[src/rtl/mem_ctrl_pkg.sv]
// -----------------------------------------------------------------------------
// mem_ctrl_pkg
// Shared types and default sizes for the mem_ctrl RAM initiator.
//   DATA_W_DEF / ADDR_W_DEF : default RAM word width / word-address width
//   state_t                 : transaction FSM states
//   gnt_t                   : which requester owns the current transaction
// -----------------------------------------------------------------------------
package mem_ctrl_pkg;

    localparam int DATA_W_DEF = 16;
    localparam int ADDR_W_DEF = 12;

    typedef enum logic [1:0] {
        IDLE    = 2'd0,
        ACCESS  = 2'd1,
        CAPTURE = 2'd2,
        ACK     = 2'd3
    } state_t;

    typedef enum logic {
        GNT_IF = 1'b0,
        GNT_D  = 1'b1
    } gnt_t;

endpackage

[src/rtl/mem_ctrl_arb.sv]
// -----------------------------------------------------------------------------
// mem_ctrl_arb
// Combinational fixed-priority arbiter (data port beats fetch port) plus the
// mux that presents the winner's address / write data / write enable.
//   i_if_req, i_if_addr                  : fetch request (read-only)
//   i_d_req, i_d_we, i_d_addr, i_d_wdata : load/store request
//   o_any                                : some request is pending
//   o_gnt                                : winning port
//   o_addr, o_wdata, o_we                : winner's access fields
// -----------------------------------------------------------------------------
module mem_ctrl_arb
    import mem_ctrl_pkg::*;
#(
    parameter int DATA_W = DATA_W_DEF,
    parameter int ADDR_W = ADDR_W_DEF
) (
    input  logic              i_if_req,
    input  logic [ADDR_W-1:0] i_if_addr,
    input  logic              i_d_req,
    input  logic              i_d_we,
    input  logic [ADDR_W-1:0] i_d_addr,
    input  logic [DATA_W-1:0] i_d_wdata,
    output logic              o_any,
    output gnt_t              o_gnt,
    output logic [ADDR_W-1:0] o_addr,
    output logic [DATA_W-1:0] o_wdata,
    output logic              o_we
);

    always_comb begin
        o_any = i_if_req | i_d_req;
        if (i_d_req) begin
            o_gnt   = GNT_D;
            o_addr  = i_d_addr;
            o_wdata = i_d_wdata;
            o_we    = i_d_we;
        end else begin
            // Fetches never write; write data is don't-care and held at zero.
            o_gnt   = GNT_IF;
            o_addr  = i_if_addr;
            o_wdata = '0;
            o_we    = 1'b0;
        end
    end

endmodule

[src/rtl/mem_ctrl.sv]
// -----------------------------------------------------------------------------
// mem_ctrl
// CPU-side initiator for a single-port synchronous block RAM. Arbitrates a
// fetch port and a load/store port, drives registered RAM address/data/wren,
// absorbs the 1-cycle RAM read latency and returns a one-cycle ack per request.
//   clk, rst_n                              : clock, async active-low reset
//   if_req/if_addr -> if_ack/if_rdata       : fetch port
//   d_req/d_we/d_addr/d_wdata -> d_ack/d_rdata : data port
//   ram_address/ram_data/ram_wren, ram_q    : RAM interface
// Build option: define MEM_CTRL_FWD_EN to add a last-store forwarding buffer
// that serves matching reads in IDLE without touching the RAM.
// -----------------------------------------------------------------------------
module mem_ctrl
    import mem_ctrl_pkg::*;
#(
    parameter int DATA_W = DATA_W_DEF,
    parameter int ADDR_W = ADDR_W_DEF
) (
    input  logic              clk,
    input  logic              rst_n,
    input  logic              if_req,
    input  logic [ADDR_W-1:0] if_addr,
    output logic              if_ack,
    output logic [DATA_W-1:0] if_rdata,
    input  logic              d_req,
    input  logic              d_we,
    input  logic [ADDR_W-1:0] d_addr,
    input  logic [DATA_W-1:0] d_wdata,
    output logic              d_ack,
    output logic [DATA_W-1:0] d_rdata,
    output logic [ADDR_W-1:0] ram_address,
    output logic [DATA_W-1:0] ram_data,
    output logic              ram_wren,
    input  logic [DATA_W-1:0] ram_q
);

    state_t            r_state;
    gnt_t              r_gnt;
    logic              r_we;

    logic              w_any;
    gnt_t              w_gnt;
    logic [ADDR_W-1:0] w_addr;
    logic [DATA_W-1:0] w_wdata;
    logic              w_we;

    mem_ctrl_arb #(
        .DATA_W (DATA_W),
        .ADDR_W (ADDR_W)
    ) u_arb (
        .i_if_req  (if_req),
        .i_if_addr (if_addr),
        .i_d_req   (d_req),
        .i_d_we    (d_we),
        .i_d_addr  (d_addr),
        .i_d_wdata (d_wdata),
        .o_any     (w_any),
        .o_gnt     (w_gnt),
        .o_addr    (w_addr),
        .o_wdata   (w_wdata),
        .o_we      (w_we)
    );

`ifdef MEM_CTRL_FWD_EN
    logic              r_fwd_vld;
    logic [ADDR_W-1:0] r_fwd_addr;
    logic [DATA_W-1:0] r_fwd_data;
    logic              w_fwd_hit;

    // A read (either port) hitting the last completed store skips the RAM.
    assign w_fwd_hit = w_any && !w_we && r_fwd_vld && (w_addr == r_fwd_addr);
`endif

    always_ff @(posedge clk or negedge rst_n) begin
        if (!rst_n) begin
            r_state     <= IDLE;
            r_gnt       <= GNT_IF;
            r_we        <= 1'b0;
            ram_address <= '0;
            ram_data    <= '0;
            ram_wren    <= 1'b0;
            if_ack      <= 1'b0;
            if_rdata    <= '0;
            d_ack       <= 1'b0;
            d_rdata     <= '0;
`ifdef MEM_CTRL_FWD_EN
            r_fwd_vld   <= 1'b0;
            r_fwd_addr  <= '0;
            r_fwd_data  <= '0;
`endif
        end else begin
            case (r_state)
                IDLE: begin
                    if (w_any) begin
                        // Grant and we are latched here; later request changes are ignored.
                        r_gnt <= w_gnt;
                        r_we  <= w_we;
`ifdef MEM_CTRL_FWD_EN
                        if (w_fwd_hit) begin
                            if (w_gnt == GNT_D) begin
                                d_rdata <= r_fwd_data;
                                d_ack   <= 1'b1;
                            end else begin
                                if_rdata <= r_fwd_data;
                                if_ack   <= 1'b1;
                            end
                            r_state <= ACK;
                        end else
`endif
                        begin
                            ram_address <= w_addr;
                            ram_data    <= w_wdata;
                            ram_wren    <= w_we;
                            r_state     <= ACCESS;
                        end
                    end
                end
                ACCESS: begin
                    // RAM samples address/wren at the edge closing this cycle.
                    ram_wren <= 1'b0;
                    r_state  <= CAPTURE;
                end
                CAPTURE: begin
                    if (r_gnt == GNT_D) begin
                        if (!r_we) d_rdata <= ram_q;
                        d_ack <= 1'b1;
                    end else begin
                        if_rdata <= ram_q;
                        if_ack   <= 1'b1;
                    end
`ifdef MEM_CTRL_FWD_EN
                    if (r_we) begin
                        r_fwd_vld  <= 1'b1;
                        r_fwd_addr <= ram_address;
                        r_fwd_data <= ram_data;
                    end
`endif
                    r_state <= ACK;
                end
                ACK: begin
                    if_ack  <= 1'b0;
                    d_ack   <= 1'b0;
                    r_state <= IDLE;
                end
                default: r_state <= IDLE;
            endcase
        end
    end

endmodule

[config.mk]
export PLATFORM = sky130hd
export DESIGN_NAME = mem_ctrl
export DESIGN_NICKNAME = d
export VERILOG_FILES = /design/src/rtl/mem_ctrl_pkg.sv /design/src/rtl/mem_ctrl_arb.sv /design/src/rtl/mem_ctrl.sv
export SDC_FILE = /design/constraint.sdc
export NUM_CORES = 1
export LEC_CHECK = 0
export ABC_AREA = 1
export BUFFER_PORTS_ARGS = -buffer_cell sky130_fd_sc_hd__buf_2
export CAP_MARGIN = 20
export CORE_MARGIN = 8
export CORE_UTILIZATION = 50
export DETAILED_ROUTE_END_ITERATION = 16
export PLACE_DENSITY = 0.84
export SKIP_LAST_GASP = 1
export SYNTH_ARGS = -nofsm -noshare
export SYNTH_HDL_FRONTEND = slang
export SYNTH_SLANG_ARGS = --single-unit
[constraint.sdc]
create_clock -name clk -period 2.1 [get_ports clk]
set_input_delay 0.42 -clock clk [delete_from_list [all_inputs] [get_ports clk]]
set_output_delay 0.42 -clock clk [all_outputs]
set_load 0.02 [all_outputs]
==> results of run 1 <==
==> state kept, by name, summed over array words and instances, names as in the netlist <==
name and count:
ram_data 16, d_rdata 16, ram_wren 1, r_gnt 1, d_ack 1, if_rdata 16, if_ack 1, ram_address 12
r_state 2, r_we 1
==> Yosys cell counts <==
cell and count:
a21oi_1 1, buf_2 8, buf_4 2, clkbuf_1 3
dfrtp_1 67, ha_1 6, inv_1 24, inv_2 2
nand2_1 174, nand3_1 5, nand3b_1 1, nor2_1 1
nor2_2 1, o21ai_1 33, or2_2 1
==> cell usage in the layout (no fill, tap or decap) <==
cell type / n
o21ai_2: 1
nor2_2: 1
dfrtp_1: 67
or2_2: 1
buf_8: 1
buf_2: 123
inv_2: 2
clkinv_2: 1
nand3_1: 5
nand3b_1: 1
o21ai_1: 32
nor2_1: 1
ha_1: 6
bufinv_16: 2
nand2_1: 174
buf_4: 2
buf_12: 1
clkinv_4: 1
inv_1: 24
clkbuf_1: 2
clkbuf_8: 10
a21oi_1: 1
==> logic make-up after synthesis <==
| group | Yosys count | share of synthesized area |
|---|---|---|
| and+or+nand+nor | 183 | 0.252 |
| DFF | 67 | 0.601 |
| buffers and inverters | 39 | 0.0588 |
| adders and majority gates | 6 | 0.0269 |
| AOI/OAI and AO/OA | 34 | 0.0610 |
==> power breakdown <==
| part | switching (W) | total (W) | internal, W |
|---|---|---|---|
| logic | 0.00175 | 0.00263 | 0.000885 |
| registers | 0.000341 | 0.00225 | 0.00190 |
| clock network | 0.000451 | 0.00115 | 0.000702 |
==> worst paths after layout <==
path                                               to  slack [ns]  depth (start not counted)
max                        ram_address[0]$_DFFE_PN0P_        0.53                          6
min                            d_rdata[5]$_DFFE_PN0P_        0.10                          2
max reg2reg                ram_address[0]$_DFFE_PN0P_        0.53                          6
min reg2reg                  ram_data[15]$_DFFE_PN0P_        0.47                          2
max in group asynchronous    if_rdata[15]$_DFFE_PN0P_        1.72                          2
min in group clk              ram_data[5]$_DFFE_PN0P_        0.28                          3
==> per-layer routing <==
metal / vias up / wire [um] / share of wire / GRT usage
met5: - / 0 / 0 / 0
met4: 0 / 32 / 0.0047 / 0.0791
met3: 4 / 650 / 0.096 / 0.0723
met2: 113 / 2810 / 0.41 / 0.248
met1: 1124 / 3290 / 0.48 / 0.213
li1: 1254 / - / - / -
==> per-stage QoR <==
stage / worst slack (ns) / power (W) / std cells / util
2_1_floorplan: 0.748 / 0.00397 / 329 / -
3_3_place_gp: 0.301 / 0.00482 / 514 / 0.637
3_5_place_dp: 0.204 / 0.00490 / 514 / 0.637
4_1_cts: 0.517 / 0.00608 / 530 / 0.677
5_1_grt: 0.298 / 0.00651 / 531 / 0.680
6_report: 0.526 / 0.00603 / 531 / 0.680
==> worst reg2reg max path, cell delays in order (launching register included) <==
cell and delay (ns):
dfrtp_1 0.43, inv_1 0.12, ha_1 0.29, inv_1 0.10, nor2_2 0.38, nand2_1 0.11
nand2_1 0.08
==> layout make-up <==
cell class / instances / area (um2)
clock buffers: 12 / 145
clock inverters: 4 / 73.8
multi-input cells: 223 / 951
repair buffers: 127 / 666
flip-flops and latches: 67 / 1680
fillers: 440 / 1740
inverters: 26 / 97.6
well taps: 72 / 90.1
==> flow_summary.json, run 1 <==
{
  "grt_pass1_vias": 2634,
  "vias": 2495,
  "cp_cell_sequence": "inv_1 > ha_1 > inv_1 > nor2_2 > nand2_1 > nand2_1",
  "drtIter0Drc": 97,
  "postRouteAntennaNets": 0,
  "remaining_drc_errors": 0,
  "synth_warnings": 0,
  "max_freq_ghz": 0.635,
  "worstSetupPathType": "flip-flop to flip-flop",
  "ctsHoldBuffers": 0,
  "clkTransAtPathRegs_ns": 0.07,
  "status": "finished, final reports clean",
  "power.density_nw_per_um2": 1630,
  "syn_area_um2": 2790,
  "path_max_fanout": 12,
  "dp_hpwl_um": 5010,
  "post_cts_resized": 0,
  "synth_top_cell_by_area": "dfrtp_1",
  "fp.dieW_um": 90.7,
  "drive_gt1_frac": 0.318,
  "critPathLaunchType": "flip-flop",
  "timing.final.crit_share": 0.749,
  "h-tree-depth": 3,
  "grt_max_degree": 68,
  "fin_nets": 521,
  "postCtsSetupBuffers": 0,
  "synth_seq_cells": 67,
  "coreArea_um2": 5440,
  "relSlewSlack": 0.706,
  "holdWs_ns": 0.103,
  "ir_drop_mv": 0.739,
  "drv_cap": 0,
  "syn_to_final_growth_pct": 32.7,
  "gp_congestion": 0.778,
  "period_minus_slack_ns": 1.57,
  "rows": 27,
  "place_area_um2": 3470,
  "cp_num_buf_inv": 2,
  "cp_data_arrival_time_ns": 1.84,
  "insertedDiodeCount": 0,
  "syn-mean-instance-area_um2": 8.47,
  "cts_tree": "yes",
  "drt_wl_total_um": 6790,
  "rsz0062_at_grt": "no",
  "crit_family": "simple AND/OR/NAND/NOR gates",
  "avgViaCountPerCell": 4.70,
  "ys_types": 15,
  "start_util": 0.513,
  "yosys.area.top_type_share": 0.601,
  "place.port_buffers": 123,
  "slowest_delay_ns": 0.43,
  "synthesis.nets": 396,
  "cellLeakagePower_nw": 2.22,
  "finalMaxSlewViolations": 0,
  "end_kind": "flip-flop",
  "ys_seq_area_frac": 0.601,
  "fin_tns_setup_ns": 0,
  "worstMarginPinSlew_ns": 0.441,
  "clock_skew_ns": 0.00917,
  "synth_cells": 329,
  "cp_slowest_cell": "dfrtp_1",
  "required_ns": 2.37,
  "dieArea_um2": 8220,
  "routedWlPerCell_um": 12.8,
  "grt.total_usage": 0.170,
  "hold_viol": 0,
  "clk_latency_ns": 0.33,
  "cts_buffer_depth": 2,
  "cts_buffers": 9,
  "startpoint": "r_state[1]$_DFFE_PN0P_",
  "die_height_um": 90.7,
  "grt_pass1_wl_um": 11600,
  "cts-root-buf": "clkbuf_8",
  "yosys-top-cells-area": "dfrtp_1 60%, nand2_1 23%, o21ai_1 5.9%",
  "antenna_found_initial": 0,
  "r2r-start": "r_state[1]$_DFFE_PN0P_",
  "setup_viol": 0,
  "cts.sinks": 67,
  "fin_area_um2": 3700,
  "overflow": 0,
  "io_pins": 124,
  "drtPass1Iterations": 4,
  "hold_class": "primary input to asynchronous set/reset pin"
}
Power figures use the tool's default switching activity.
==> run 2: changes to the inputs <==
--- a/config.mk
+++ b/config.mk
@@ -9,9 +9,9 @@
 export BUFFER_PORTS_ARGS = -buffer_cell sky130_fd_sc_hd__buf_2
 export CAP_MARGIN = 20
 export CORE_MARGIN = 8
-export CORE_UTILIZATION = 50
+export CORE_UTILIZATION = 42
 export DETAILED_ROUTE_END_ITERATION = 16
-export PLACE_DENSITY = 0.84
+export PLACE_DENSITY = 0.75
 export SKIP_LAST_GASP = 1
 export SYNTH_ARGS = -nofsm -noshare
 export SYNTH_HDL_FRONTEND = slang
==> constraint.sdc (replaced) <==
create_clock -name clk -period 1.4 [get_ports clk]
set_input_delay 0.28 -clock clk [delete_from_list [all_inputs] [get_ports clk]]
set_output_delay 0.28 -clock clk [all_outputs]
set_load 0.02 [all_outputs]
==> run 2 against run 1 <==
  * Critical endpoint is now ram_address[4]$_DFFE_PN0P_
  * Critical path type unchanged
  * Non-clock buffer count increased by 4
  * Sequential power up 48%
  * Sequential cell count unchanged
  * Largest power group unchanged
==> flow_summary.json, run 2 (same netlist as run 1, synthesis figures left out) <==
{
  "gp_congestion": 0.735,
  "holdWs_ns": 0.139,
  "cts_tree": "yes",
  "ff2ff_path_depth": 7,
  "top_regs": "d_rdata x16, if_rdata x16, ram_data x16",
  "setup_viol": 0,
  "postCtsSetupBuffers": 0,
  "max_freq_ghz": 0.748,
  "hold_class": "primary input to flip-flop",
  "remaining_drc_errors": 0,
  "power.density_nw_per_um2": 2390,
  "drv_cap": 0,
  "fp.dieW_um": 97.5,
  "insertedDiodeCount": 0,
  "start_util": 0.437,
  "cp_data_arrival_time_ns": 1.61,
  "relSlewSlack": 0.798,
  "worstMarginPinSlew_ns": 0.303,
  "fin_cells": 540,
  "cellLeakagePower_nw": 2.25,
  "syn_to_final_growth_pct": 35.2,
  "hold_viol": 0,
  "avgViaCountPerCell": 4.63,
  "multiInputGateArea_um2": 953,
  "cts_buffer_depth": 2,
  "worstSetupPathType": "flip-flop to flip-flop",
  "grt_max_degree": 60,
  "clk_latency_ns": 0.33,
  "antenna_found_initial": 0,
  "dp_hpwl_um": 5150,
  "dp.cells": 523,
  "period_minus_slack_ns": 1.34,
  "drt_wl_total_um": 6780,
  "clock_skew_ns": 0.00891,
  "finalMaxSlewViolations": 0,
  "overflow": 0,
  "routedWlPerCell_um": 12.6,
  "fin_tns_setup_ns": 0,
  "mostFrequentLayoutCell": "nand2_1",
  "grt.total_usage": 0.147,
  "cts.sinks": 67,
  "path_max_fanout": 12,
  "timing.final.crit_share": 0.955,
  "min_delay_path_depth": 3,
  "status": "finished, final reports clean",
  "layout_common_cells": "174 x nand2_1, 123 x buf_2, 67 x dfrtp_1",
  "vias": 2499,
  "cts_buffers": 9,
  "grt_pass1_wl_um": 11700,
  "place.port_buffers": 123,
  "drtPass1Iterations": 4,
  "required_ns": 1.67,
  "dieArea_um2": 9500,
  "critPathLaunchType": "flip-flop",
  "rows": 29,
  "nFillCells": 594,
  "rsz0062_at_grt": "yes",
  "ir_drop_mv": 1.38,
  "end_kind": "flip-flop",
  "postRouteAntennaNets": 0,
  "fin_nets": 525,
  "cts-root-buf": "clkbuf_8",
  "io_pins": 124,
  "regArea_um2": 1680,
  "clkTransAtPathRegs_ns": 0.08,
  "h-tree-depth": 3,
  "die_height_um": 97.5,
  "coreArea_um2": 6390,
  "drive_gt1_frac": 0.328,
  "grt_pass1_vias": 2620,
  "drtIter0Drc": 71
}
[run 2: metal layers]
layer | routed length, um | track usage | vias to the layer above
met3 | 731 | 0.0690 | 9
li1 | - | - | 1263
met4 | 96 | 0.0594 | 0
met2 | 2820 | 0.217 | 125
met1 | 3130 | 0.179 | 1102
met5 | 0 | 0 | -
[run 2: cell type report]
type / count / share of cell area
Clock buffer: 9 / 0.0329
Clock inverter: 7 / 0.0183
Inverter: 26 / 0.0259
Multi-Input combinational cell: 223 / 0.253
Sequential cell: 67 / 0.445
Tap cell: 77 / 0.0256
Timing Repair Buffer: 131 / 0.200
[run 2: report_power, final]
part	leakage, nW	total (W)	switching, W	internal, W
combinational	1.32	0.00416	0.00266	0.00150
sequential	0.833	0.00334	0.000481	0.00286
clock	0.0950	0.00152	0.000710	0.000814
total	2.25	0.00902	0.00386	0.00517
[run 2: metrics by stage]
step	util	cell area (um2)	power (W)	setup WS (ns)
finish	0.590	3770	0.00902	0.0623
global route	0.590	3770	0.00978	-0.0714
CTS	0.590	3770	0.00919	0.0459
detailed placement	0.558	3560	0.00761	0.00109
global placement	0.558	3560	0.00748	0.0904
floorplan	-	2790	0.00595	0.0477
[run 2: timing repair]
action                                  CTS  global route
endpoints found under the setup margin    1            40
endpoints found under the hold margin     8             0
gates resized for setup                   1             0
hold buffers                              1             0
[run 2: worst paths after layout]
check	start	end	slack (ns)
min in group asynchronous	rst_n	d_rdata[6]$_DFFE_PN0P_	0.34
max in group asynchronous	rst_n	if_rdata[11]$_DFFE_PN0P_	0.51
worst max register to register	r_state[1]$_DFFE_PN0P_	ram_address[4]$_DFFE_PN0P_	0.06
worst max-delay path	r_state[1]$_DFFE_PN0P_	ram_address[4]$_DFFE_PN0P_	0.06
worst min-delay path	d_wdata[5]	ram_data[5]$_DFFE_PN0P_	0.14
worst min register to register	ram_data[11]$_DFFE_PN0P_	ram_data[11]$_DFFE_PN0P_	0.47
[run 2: critical path: stages, from the launching register on]
cell	delay [ns]
dfrtp_1	0.42
inv_1	0.12
ha_2	0.25
inv_1	0.08
nor2_2	0.16
buf_12	0.14
nand2_1	0.06
nand2_1	0.06
==> run 3: changes to the inputs <==
==> constraint.sdc (replaced) <==
create_clock -name clk -period 1.4 [get_ports clk]
set_input_delay 0.42 -clock clk [delete_from_list [all_inputs] [get_ports clk]]
set_output_delay 0.42 -clock clk [all_outputs]
set_load 0.02 [all_outputs]
==> run 3 against run 2 <==
  * Core utilization is 1.2 points higher
  * First-iteration DRC count is 46% higher
  * Sequential cell count stayed put
  * Hold slack better by 0.14 ns
  * Setup slack better by 0.017 ns
  * Critical endpoint is now if_rdata[15]
==> flow_summary.json, run 3 (same netlist as run 1, synthesis figures left out) <==
{
  "p_total_w": 0.00936,
  "layout_common_cells": "174 x nand2_1, 123 x buf_2, 67 x dfrtp_1",
  "cellLeakagePower_nw": 2.28,
  "top_regs": "d_rdata x16, if_rdata x16, ram_data x16",
  "drtPass1Iterations": 5,
  "cts.sinks": 67,
  "hold_class": "primary input to flip-flop",
  "max_freq_ghz": 0.757,
  "cp_slowest_cell": "dfrtp_1",
  "path_max_fanout": 2,
  "setup_ws_ns": 0.0796,
  "required_ns": 0.98,
  "critPathLaunchType": "flip-flop",
  "fp.dieW_um": 97.5,
  "period_minus_slack_ns": 1.32,
  "place.port_buffers": 123,
  "drive_gt1_frac": 0.338,
  "end_kind": "primary output",
  "setup_viol": 0,
  "drtIter0Drc": 104,
  "die_height_um": 97.5,
  "grt_pass1_vias": 2729,
  "rr_endpoint": "d_rdata[15]$_DFFE_PN0P_",
  "cts_tree": "yes",
  "antenna_found_initial": 0,
  "cts_buffers": 9,
  "crit_family": "flip-flops",
  "routedWlPerCell_um": 13.0,
  "drv_cap": 0,
  "postRouteAntennaNets": 0,
  "relSlewSlack": 0.799,
  "fin_cells": 544,
  "clkTransAtPathRegs_ns": 0.08,
  "grt.total_usage": 0.155,
  "drt_wl_total_um": 7090,
  "ff2ff_path_depth": 6,
  "avgViaCountPerCell": 4.54,
  "hold_viol": 0,
  "rrSetupSlack_ns": 0.11,
  "nFillCells": 586,
  "min_to": "ram_data[7]$_DFFE_PN0P_",
  "cts_buffer_depth": 2,
  "worstSetupPathType": "flip-flop to primary output",
  "rows": 29,
  "h-tree-depth": 3,
  "status": "finished, final reports clean",
  "start_util": 0.437,
  "clk_latency_ns": 0.33,
  "insertedDiodeCount": 0,
  "cts-root-buf": "clkbuf_8",
  "cp_data_arrival_time_ns": 0.90,
  "vias": 2469,
  "timing.final.crit_share": 0.943,
  "syn_to_final_growth_pct": 38.1,
  "hold_start": "d_wdata[7]",
  "remaining_drc_errors": 0,
  "rsz0062_at_grt": "no",
  "io_pins": 124,
  "overflow": 0,
  "dieArea_um2": 9500,
  "worstMarginPinSlew_ns": 0.302,
  "dp_hpwl_um": 5410,
  "power.density_nw_per_um2": 2430,
  "fin_nets": 529,
  "grt_pass1_wl_um": 12400,
  "coreArea_um2": 6390,
  "dp.cells": 527,
  "grt_max_degree": 35,
  "cp_num_buf_inv": 1,
  "cp_cell_sequence": "buf_2",
  "clock_skew_ns": 0.00800,
  "gp_congestion": 0.741,
  "min_delay_path_depth": 3,
  "dpl_worst_slack_ns": -0.0316,
  "finalMaxSlewViolations": 0,
  "r2r-start": "r_state[0]$_DFFE_PN0P_",
  "slowest_delay_ns": 0.40,
  "ir_drop_mv": 1.49,
  "mostFrequentLayoutCell": "nand2_1"
}
run 3: cell types whose count changed in the layout (fill, tap and decap cells not counted), sizes merged:
cell,before,now
buf,130,134
clkbuf,9,10
inv,26,27
clkinv,4,1
bufinv,1,2
run 3: power breakdown:
part / switching, W / internal, W
clock: 0.000749 / 0.00101
sequential: 0.000502 / 0.00286
combinational: 0.00269 / 0.00155
run 3: metrics by stage:
step | util | hold WS [ns] | setup TNS [ns] | area (um2)
3_3_place_gp | 0.565 | 0.322 | 0 | 3610
2_1_floorplan | - | 0.124 | 0 | 2790
6_report | 0.603 | 0.281 | 0 | 3850
4_1_cts | 0.601 | 0.263 | 0 | 3840
5_1_grt | 0.603 | 0.280 | 0 | 3850
3_5_place_dp | 0.565 | 0.320 | -0.220 | 3610
run 3: how the worst max path moves through the flow:
stage	from	endpoint	slack (ns)	depth (start not counted)
CTS	r_state[1]$_DFFE_PN0P_	ram_address[5]$_DFFE_PN0P_	0.01	7
finish	if_rdata[15]$_DFFE_PN0P_	if_rdata[15]	0.08	1
detailed placement	r_state[1]$_DFFE_PN0P_	ram_address[3]$_DFFE_PN0P_	-0.03	7
global route	r_state[0]$_DFFE_PN0P_	d_rdata[15]$_DFFE_PN0P_	0.02	6
floorplan	r_state[0]$_DFFE_PN0P_	d_rdata[0]$_DFFE_PN0P_	0.05	6
global placement	r_state[1]$_DFFE_PN0P_	ram_address[10]$_DFFE_PN0P_	0.09	7
run 3: routing by layer:
metal,vias to the layer above,wire [um],GRT usage
li1,1267,-,-
met1,1085,3210,0.181
met2,110,3010,0.239
met3,7,786,0.0733
met4,0,77,0.0641
met5,-,0,0
run 3: cell type report:
cell class,count,area (um2),area share
tap,77,96.3,0.0250
timing repair buffer,135,796,0.207
multi-input combinational,223,966,0.251
clock buffer,10,128,0.0332
sequential,67,1680,0.436
inverter,26,97.6,0.0254
clock inverter,6,88.8,0.0231
run 3: what timing repair did:
item,in CTS,in global routing
buffers inserted,0,0
endpoints found under the setup margin,21,38
resized for setup,1,4
hold endpoints to repair,9,0
hold buffers,1,0
